## src/rtl/uart_loopback_engine_if.sv

```systemverilog
// Handshake bundle between the UART rx/tx ports and the loopback engine.
// The engine uses the slave modport; whatever drives the UART side uses master.
interface uart_loopback_engine_if #(
  parameter int DBIT = 8
);
  logic            rx_done_tick;
  logic [DBIT-1:0] r_data;
  logic            tx_ready;
  logic [1:0]      mode;
  logic [DBIT-1:0] w_data;
  logic            tx_start;
  logic            fifo_full;
  logic            fifo_empty;
  logic [7:0]      drop_count;
  logic [15:0]     tx_count;

  modport master (
    output rx_done_tick, r_data, tx_ready, mode,
    input  w_data, tx_start, fifo_full, fifo_empty, drop_count, tx_count
  );

  modport slave (
    input  rx_done_tick, r_data, tx_ready, mode,
    output w_data, tx_start, fifo_full, fifo_empty, drop_count, tx_count
  );
endinterface

```

## src/rtl/uart_loopback_engine.sv

```systemverilog
// Transforms each received UART word by mode, buffers it in a FIFO and
// drains the FIFO into the UART transmitter via the tx_ready/tx_start handshake.
module uart_loopback_engine #(
  parameter int DBIT   = 8,
  parameter int ADDR_W = 4,
  parameter int INC    = 1
) (
  input  logic                    clk,
  input  logic                    reset,
  uart_loopback_engine_if.slave   bus
);

  localparam int DEPTH = 2 ** ADDR_W;
  localparam logic [1:0] GUARD_LAST = 2'd3;

  typedef enum logic [1:0] {IDLE, START, BUSY_WAIT, DONE_WAIT} state_t;

  function automatic logic [DBIT-1:0] xform(input logic [1:0] m, input logic [DBIT-1:0] d);
    logic [DBIT-1:0] r;
    r = d;
    case (m)
      2'b00: r = d;
      2'b01: r = d + DBIT'(INC);
      2'b10: r = ~d;
      default: for (int i = 0; i < DBIT; i++) r[i] = d[DBIT-1-i];
    endcase
    return r;
  endfunction

  logic [DBIT-1:0]   mem [DEPTH];
  logic [ADDR_W-1:0] wr_ptr_q, rd_ptr_q;
  logic [ADDR_W:0]   count_q, count_d;
  logic              full_q, empty_q;
  logic [DBIT-1:0]   w_data_q;
  logic              tx_start_q;
  logic [7:0]        drop_q;
  logic [15:0]       tx_cnt_q;
  logic [1:0]        guard_q;
  state_t            state_q;
  logic              push, pop;

  // Full is judged on registered state, so a push while full is lost even if a pop frees a slot.
  always_comb begin
    push    = bus.rx_done_tick && !full_q;
    pop     = (state_q == IDLE) && !empty_q && bus.tx_ready;
    count_d = count_q;
    case ({push, pop})
      2'b10:   count_d = count_q + 1'b1;
      2'b01:   count_d = count_q - 1'b1;
      default: count_d = count_q;
    endcase
  end

  always_ff @(posedge clk) begin
    if (push) mem[wr_ptr_q] <= xform(bus.mode, bus.r_data);
  end

  always_ff @(posedge clk) begin
    if (reset) begin
      state_q    <= IDLE;
      wr_ptr_q   <= '0;
      rd_ptr_q   <= '0;
      count_q    <= '0;
      full_q     <= 1'b0;
      empty_q    <= 1'b1;
      w_data_q   <= '0;
      tx_start_q <= 1'b0;
      drop_q     <= '0;
      tx_cnt_q   <= '0;
      guard_q    <= '0;
    end else begin
      if (push) wr_ptr_q <= wr_ptr_q + 1'b1;
      count_q <= count_d;
      full_q  <= (count_d == (ADDR_W+1)'(DEPTH));
      empty_q <= (count_d == '0);
      if (bus.rx_done_tick && full_q && drop_q != 8'hFF) drop_q <= drop_q + 8'd1;

      tx_start_q <= 1'b0;
      case (state_q)
        IDLE: begin
          if (pop) begin
            w_data_q   <= mem[rd_ptr_q];
            rd_ptr_q   <= rd_ptr_q + 1'b1;
            tx_start_q <= 1'b1;
            state_q    <= START;
          end
        end
        START: begin
          tx_cnt_q <= tx_cnt_q + 16'd1;
          guard_q  <= '0;
          state_q  <= BUSY_WAIT;
        end
        BUSY_WAIT: begin
          // A transmitter that never drops tx_ready missed the start; give up after 4 cycles.
          if (!bus.tx_ready)           state_q <= DONE_WAIT;
          else if (guard_q == GUARD_LAST) state_q <= IDLE;
          else                         guard_q <= guard_q + 2'd1;
        end
        DONE_WAIT: begin
          if (bus.tx_ready) state_q <= IDLE;
        end
        default: state_q <= IDLE;
      endcase
    end
  end

  assign bus.w_data     = w_data_q;
  assign bus.tx_start   = tx_start_q;
  assign bus.fifo_full  = full_q;
  assign bus.fifo_empty = empty_q;
  assign bus.drop_count = drop_q;
  assign bus.tx_count   = tx_cnt_q;

endmodule

```

## src/flat_wrapper.sv

```systemverilog
// flat-port wrapper written by rule: the top's interface ports become plain ports
module uart_loopback_engine_flat 
#(
  parameter int DBIT   = 8,
  parameter int ADDR_W = 4,
  parameter int INC    = 1
)
  (clk, reset, bus_rx_done_tick, bus_r_data, bus_tx_ready, bus_mode, bus_w_data, bus_tx_start, bus_fifo_full, bus_fifo_empty, bus_drop_count, bus_tx_count);
  uart_loopback_engine_if #(.DBIT(DBIT)) bus_i ();
  input  logic clk;
  input  logic reset;
  input wire logic [$bits(bus_i.rx_done_tick)-1:0] bus_rx_done_tick;
  input wire logic [$bits(bus_i.r_data)-1:0] bus_r_data;
  input wire logic [$bits(bus_i.tx_ready)-1:0] bus_tx_ready;
  input wire logic [$bits(bus_i.mode)-1:0] bus_mode;
  output wire logic [$bits(bus_i.w_data)-1:0] bus_w_data;
  output wire logic [$bits(bus_i.tx_start)-1:0] bus_tx_start;
  output wire logic [$bits(bus_i.fifo_full)-1:0] bus_fifo_full;
  output wire logic [$bits(bus_i.fifo_empty)-1:0] bus_fifo_empty;
  output wire logic [$bits(bus_i.drop_count)-1:0] bus_drop_count;
  output wire logic [$bits(bus_i.tx_count)-1:0] bus_tx_count;
  assign bus_i.rx_done_tick = bus_rx_done_tick;
  assign bus_i.r_data = bus_r_data;
  assign bus_i.tx_ready = bus_tx_ready;
  assign bus_i.mode = bus_mode;
  assign bus_w_data = bus_i.w_data;
  assign bus_tx_start = bus_i.tx_start;
  assign bus_fifo_full = bus_i.fifo_full;
  assign bus_fifo_empty = bus_i.fifo_empty;
  assign bus_drop_count = bus_i.drop_count;
  assign bus_tx_count = bus_i.tx_count;
  uart_loopback_engine #(.DBIT(DBIT), .ADDR_W(ADDR_W), .INC(INC)) u_core (.clk(clk), .reset(reset), .bus(bus_i));
endmodule
```

## config.mk

```make
export PLATFORM = sky130hd
export DESIGN_NAME = uart_loopback_engine_flat
export DESIGN_NICKNAME = d
export VERILOG_FILES = /design/src/rtl/uart_loopback_engine_if.sv /design/src/rtl/uart_loopback_engine.sv /design/src/flat_wrapper.sv
export SDC_FILE = /design/constraint.sdc
export NUM_CORES = 1
export LEC_CHECK = 0
export CAP_MARGIN = 20
export CORE_ASPECT_RATIO = 1.1
export CORE_MARGIN = 1
export CORE_UTILIZATION = 45
export DETAILED_ROUTE_END_ITERATION = 6
export GPL_TIMING_DRIVEN = 0
export PLACE_DENSITY_LB_ADDON = 0.12
export SETUP_SLACK_MARGIN = 0.05
export SYNTH_ARGS = -nofsm -noshare
export SYNTH_HDL_FRONTEND = slang
export SYNTH_SLANG_ARGS = --single-unit
```

## constraint.sdc

```tcl
create_clock -name clk -period 7.9 [get_ports clk]
set_input_delay 1.58 -clock clk [delete_from_list [all_inputs] [get_ports clk]]
set_output_delay 1.58 -clock clk [all_outputs]
set_load 0.03 [all_outputs]
```

==> results.py <==
metrics = {
    "final_layout": {
        "n_antenna_cell": 0,
        "area_delta_synth_final_pct": 18.6,
        "drive_gt1_share_pct": 15.2,
        "multiInputGateArea_um2": 2480,
        "utilization_pct": 54.5,
        "nFillCells": 1361,
        "ff_latch_area_um2": 4880,
        "nNetsFinal": 622,
    },
    "logic_synthesis": {
        "synth_edf_count": 128,
        "async_reset_ff_share_pct": 0,
        "yosys.cell_count.top_type": "edfxtp_1",
        "syn_area_um2": 7520,
        "synth_cell_types": 42,
        "ys_top_cells_by_count": "edfxtp_1, nor2_1, dfxtp_1, nand2_1, mux4_2",
        "synth.area.top_cells": "edfxtp_1, dfxtp_1, mux4_2",
        "syn_nets": 547,
        "syn_inst": 522,
        "synth_top_cell_area_share_pct": 51.1,
        "yosysTopAreaCell": "edfxtp_1",
        "synth_top_flop_cell": "edfxtp_1",
        "ys_ff_latch": 180,
        "synth_warnings": 0,
        "yosysSeqAreaShare_pct": 64.9,
        "syn_area_per_cell_um2": 14.4,
    },
    "clock_tree": {
        "cts-root-buf": "clkbuf_16",
        "h-tree-depth": 4,
        "clock-sinks": 180,
        "clk_pin_slew_ns": 0.06,
        "clk-insertion-delay-late_ns": 0.43,
        "clockBufferDepth": 2,
        "cts_setup_buffers": 0,
        "cts_tree": "yes",
        "cts_resized": 0,
        "cts_hold_buf": 0,
        "cts_made_buffers": 17,
    },
    "power_and_ir_drop": {
        "p_leak_nw": 2.94,
        "ir_drop_uv": 142,
        "power.density_nw_per_um2": 262,
    },
    "floorplan": {
        "die_area_um2": 17200,
        "io_pins": 49,
        "std_cell_rows": 49,
        "die_h_um": 138,
        "die_w_um": 125,
        "core_um2": 16400,
        "start_util_pct": 45.9,
    },
    "worst_setup_path": {
        "worst-r2r-cell-count": 11,
        "path_max_fanout": 10,
        "worstSetupEndpointType": "flip-flop",
        "crit_arrival_ns": 4.61,
        "criticalPathCategory": "in2reg",
        "rrSetupSlack_ns": 4.87,
        "rr_startpoint": "u_core.state_q[1]$_SDFFE_PP0P_",
        "r2r-end": "u_core.bus.fifo_full$_SDFF_PP0_",
        "startpoint_type": "primary input",
        "crit_required_ns": 8.27,
    },
    "timing": {
        "relSlewSlack_pct": 31.1,
        "worstMarginPinSlew_ns": 1.03,
        "period_share_pct": 53.7,
        "fmax_mhz": 236,
        "clock_skew_ns": 0.00874,
        "fin_tns_setup_ns": 0,
        "hold_viol_final": 0,
        "setup_violations": 0,
        "min_period_ns": 4.24,
        "drv_slew": 0,
        "rsz0062_at_grt": "false",
    },
    "detailed_routing": {
        "ant_nets": 0,
        "wl_per_cell_um": 18.6,
        "routed_wl_um": 15100,
        "drc": 6,
        "viasPerCell": 5.40,
        "vias": 4394,
        "drt_iter0_drc": 267,
        "firstDrtPassIters": 7,
    },
    "global_route": {
        "grt_pass1_wl_um": 24000,
        "overflow": 0,
        "grt_usage_pct": 19.2,
        "grt_pass1_vias": 4375,
        "antenna_found_initial": 0,
        "grt_max_degree": 17,
    },
    "place": {
        "place.gp.congestion": 0.781,
        "place_hpwl_um": 10400,
        "portBuffers": 46,
    },
    "run_status": {
        "status": "finished, violations left",
        "violations": "design-rule violations",
    },
    "flow_run": {
        "cap_viol_max_count": 0,
    },
    "min_path": {
        "hold_path_end": "u_core.bus.w_data[1]$_SDFFE_PP0P_",
        "holdPathStages": 2,
        "min_path_type": "reg2reg",
        "hp-start": "u_core.bus.w_data[1]$_SDFFE_PP0P_",
    },
}
==> stage by stage <==
step | area [µm²] | setup slack [ns] | total power, mW | hold slack [ns] | cells
after floorplan | 7520 | 4.14 | 1.38 | 0.478 | 522
after detailed placement | 8290 | 3.24 | 1.50 | 0.456 | 779
after global placement | 8240 | 3.28 | 1.49 | 0.451 | 772
final | 8920 | 3.66 | 2.34 | 0.464 | 814
after global routing | 8920 | 3.50 | 2.43 | 0.484 | 814
after CTS | 8900 | 3.69 | 2.36 | 0.466 | 811
==> critical path, cell delays in order <==
cell,delay (ns)
clkdlybuf4s50_1,0.55
or4b_4,0.48
buf_6,0.16
inv_2,0.13
clkbuf_1,0.35
ha_1,0.34
a21oi_1,0.14
xor2_2,0.18
xnor2_1,0.16
o41ai_2,0.31
and4bb_1,0.23
==> power breakdown <==
| group | internal [mW] | switching (mW) |
|---|---|---|
| Sequential | 1.06 | 0.0254 |
| Combinational | 0.179 | 0.219 |
| Clock | 0.501 | 0.357 |
==> layout by cell type, fill, tap and decap left out, drive strengths merged, types with 13 or more instances in the layout <==
| cell type | netlist | routed |
|---|---|---|
| a21oi | 31 | 31 |
| buf | 9 | 19 |
| clkbuf | 20 | 38 |
| clkdlybuf4s50 | 0 | 46 |
| dfxtp | 52 | 52 |
| edfxtp | 128 | 128 |
| mux4 | 40 | 40 |
| nand2 | 45 | 45 |
| nor2 | 55 | 55 |
| o21ai | 16 | 16 |
| xnor2 | 13 | 13 |
| xor2 | 21 | 21 |
==> flip-flops by register name, indices dropped and copies added (netlist names) <==
signal	cells
u_core.wr_ptr_q	4
u_core.bus.fifo_empty	1
u_core.bus.tx_count	16
u_core.guard_q	2
u_core.mem	128
u_core.state_q	2
u_core.rd_ptr_q	4
u_core.bus.w_data	8
u_core.count_q	5
u_core.bus.tx_start	1
u_core.bus.drop_count	8
u_core.bus.fifo_full	1
==> per-layer routing <==
metal,up-vias,wire length (µm),global-route usage [%]
met1,2162,6610,23.1
met4,0,436,8.94
met3,23,617,4.89
met2,109,7450,32.8
li1,2100,-,-
met5,-,0,0
==> kinds of logic (layout without fill, tap and decap cells) <==
logic type	Yosys count	after routing	synth area share [%]
fa+ha+maj	11	11	1.83
xor+xnor	34	34	4.06
buf+inv	38	126	2.18
simple gates	153	153	9.62
flops	180	180	64.9
compound gates	59	59	4.46
mux	47	47	12.9
==> area by class of cell <==
class                      count  share of cell area (%)
clock buffer                  18                    4.81
multi-input combinational    304                    27.8
inverter                       9                   0.379
clock inverter                14                    1.98
timing repair buffer          56                    5.98
tap                          204                    2.86
buffer                        29                    1.46
sequential                   180                    54.8
==> worst max-delay path by stage <==
| stage | endpoint | cells past startpoint | startpoint | slack, ns |
|---|---|---|---|---|
| global route | u_core.bus.fifo_full$_SDFF_PP0_ | 11 | bus_tx_ready | 3.50 |
| detailed placement | u_core.bus.fifo_full$_SDFF_PP0_ | 12 | bus_tx_ready | 3.24 |
| global placement | u_core.bus.fifo_full$_SDFF_PP0_ | 11 | bus_tx_ready | 3.28 |
| CTS | u_core.bus.fifo_full$_SDFF_PP0_ | 11 | bus_tx_ready | 3.69 |
| floorplan | u_core.bus.fifo_full$_SDFF_PP0_ | 11 | bus_tx_ready | 4.14 |
| finish | u_core.bus.fifo_full$_SDFF_PP0_ | 11 | bus_tx_ready | 3.66 |
Power figures use the tool's default switching activity.
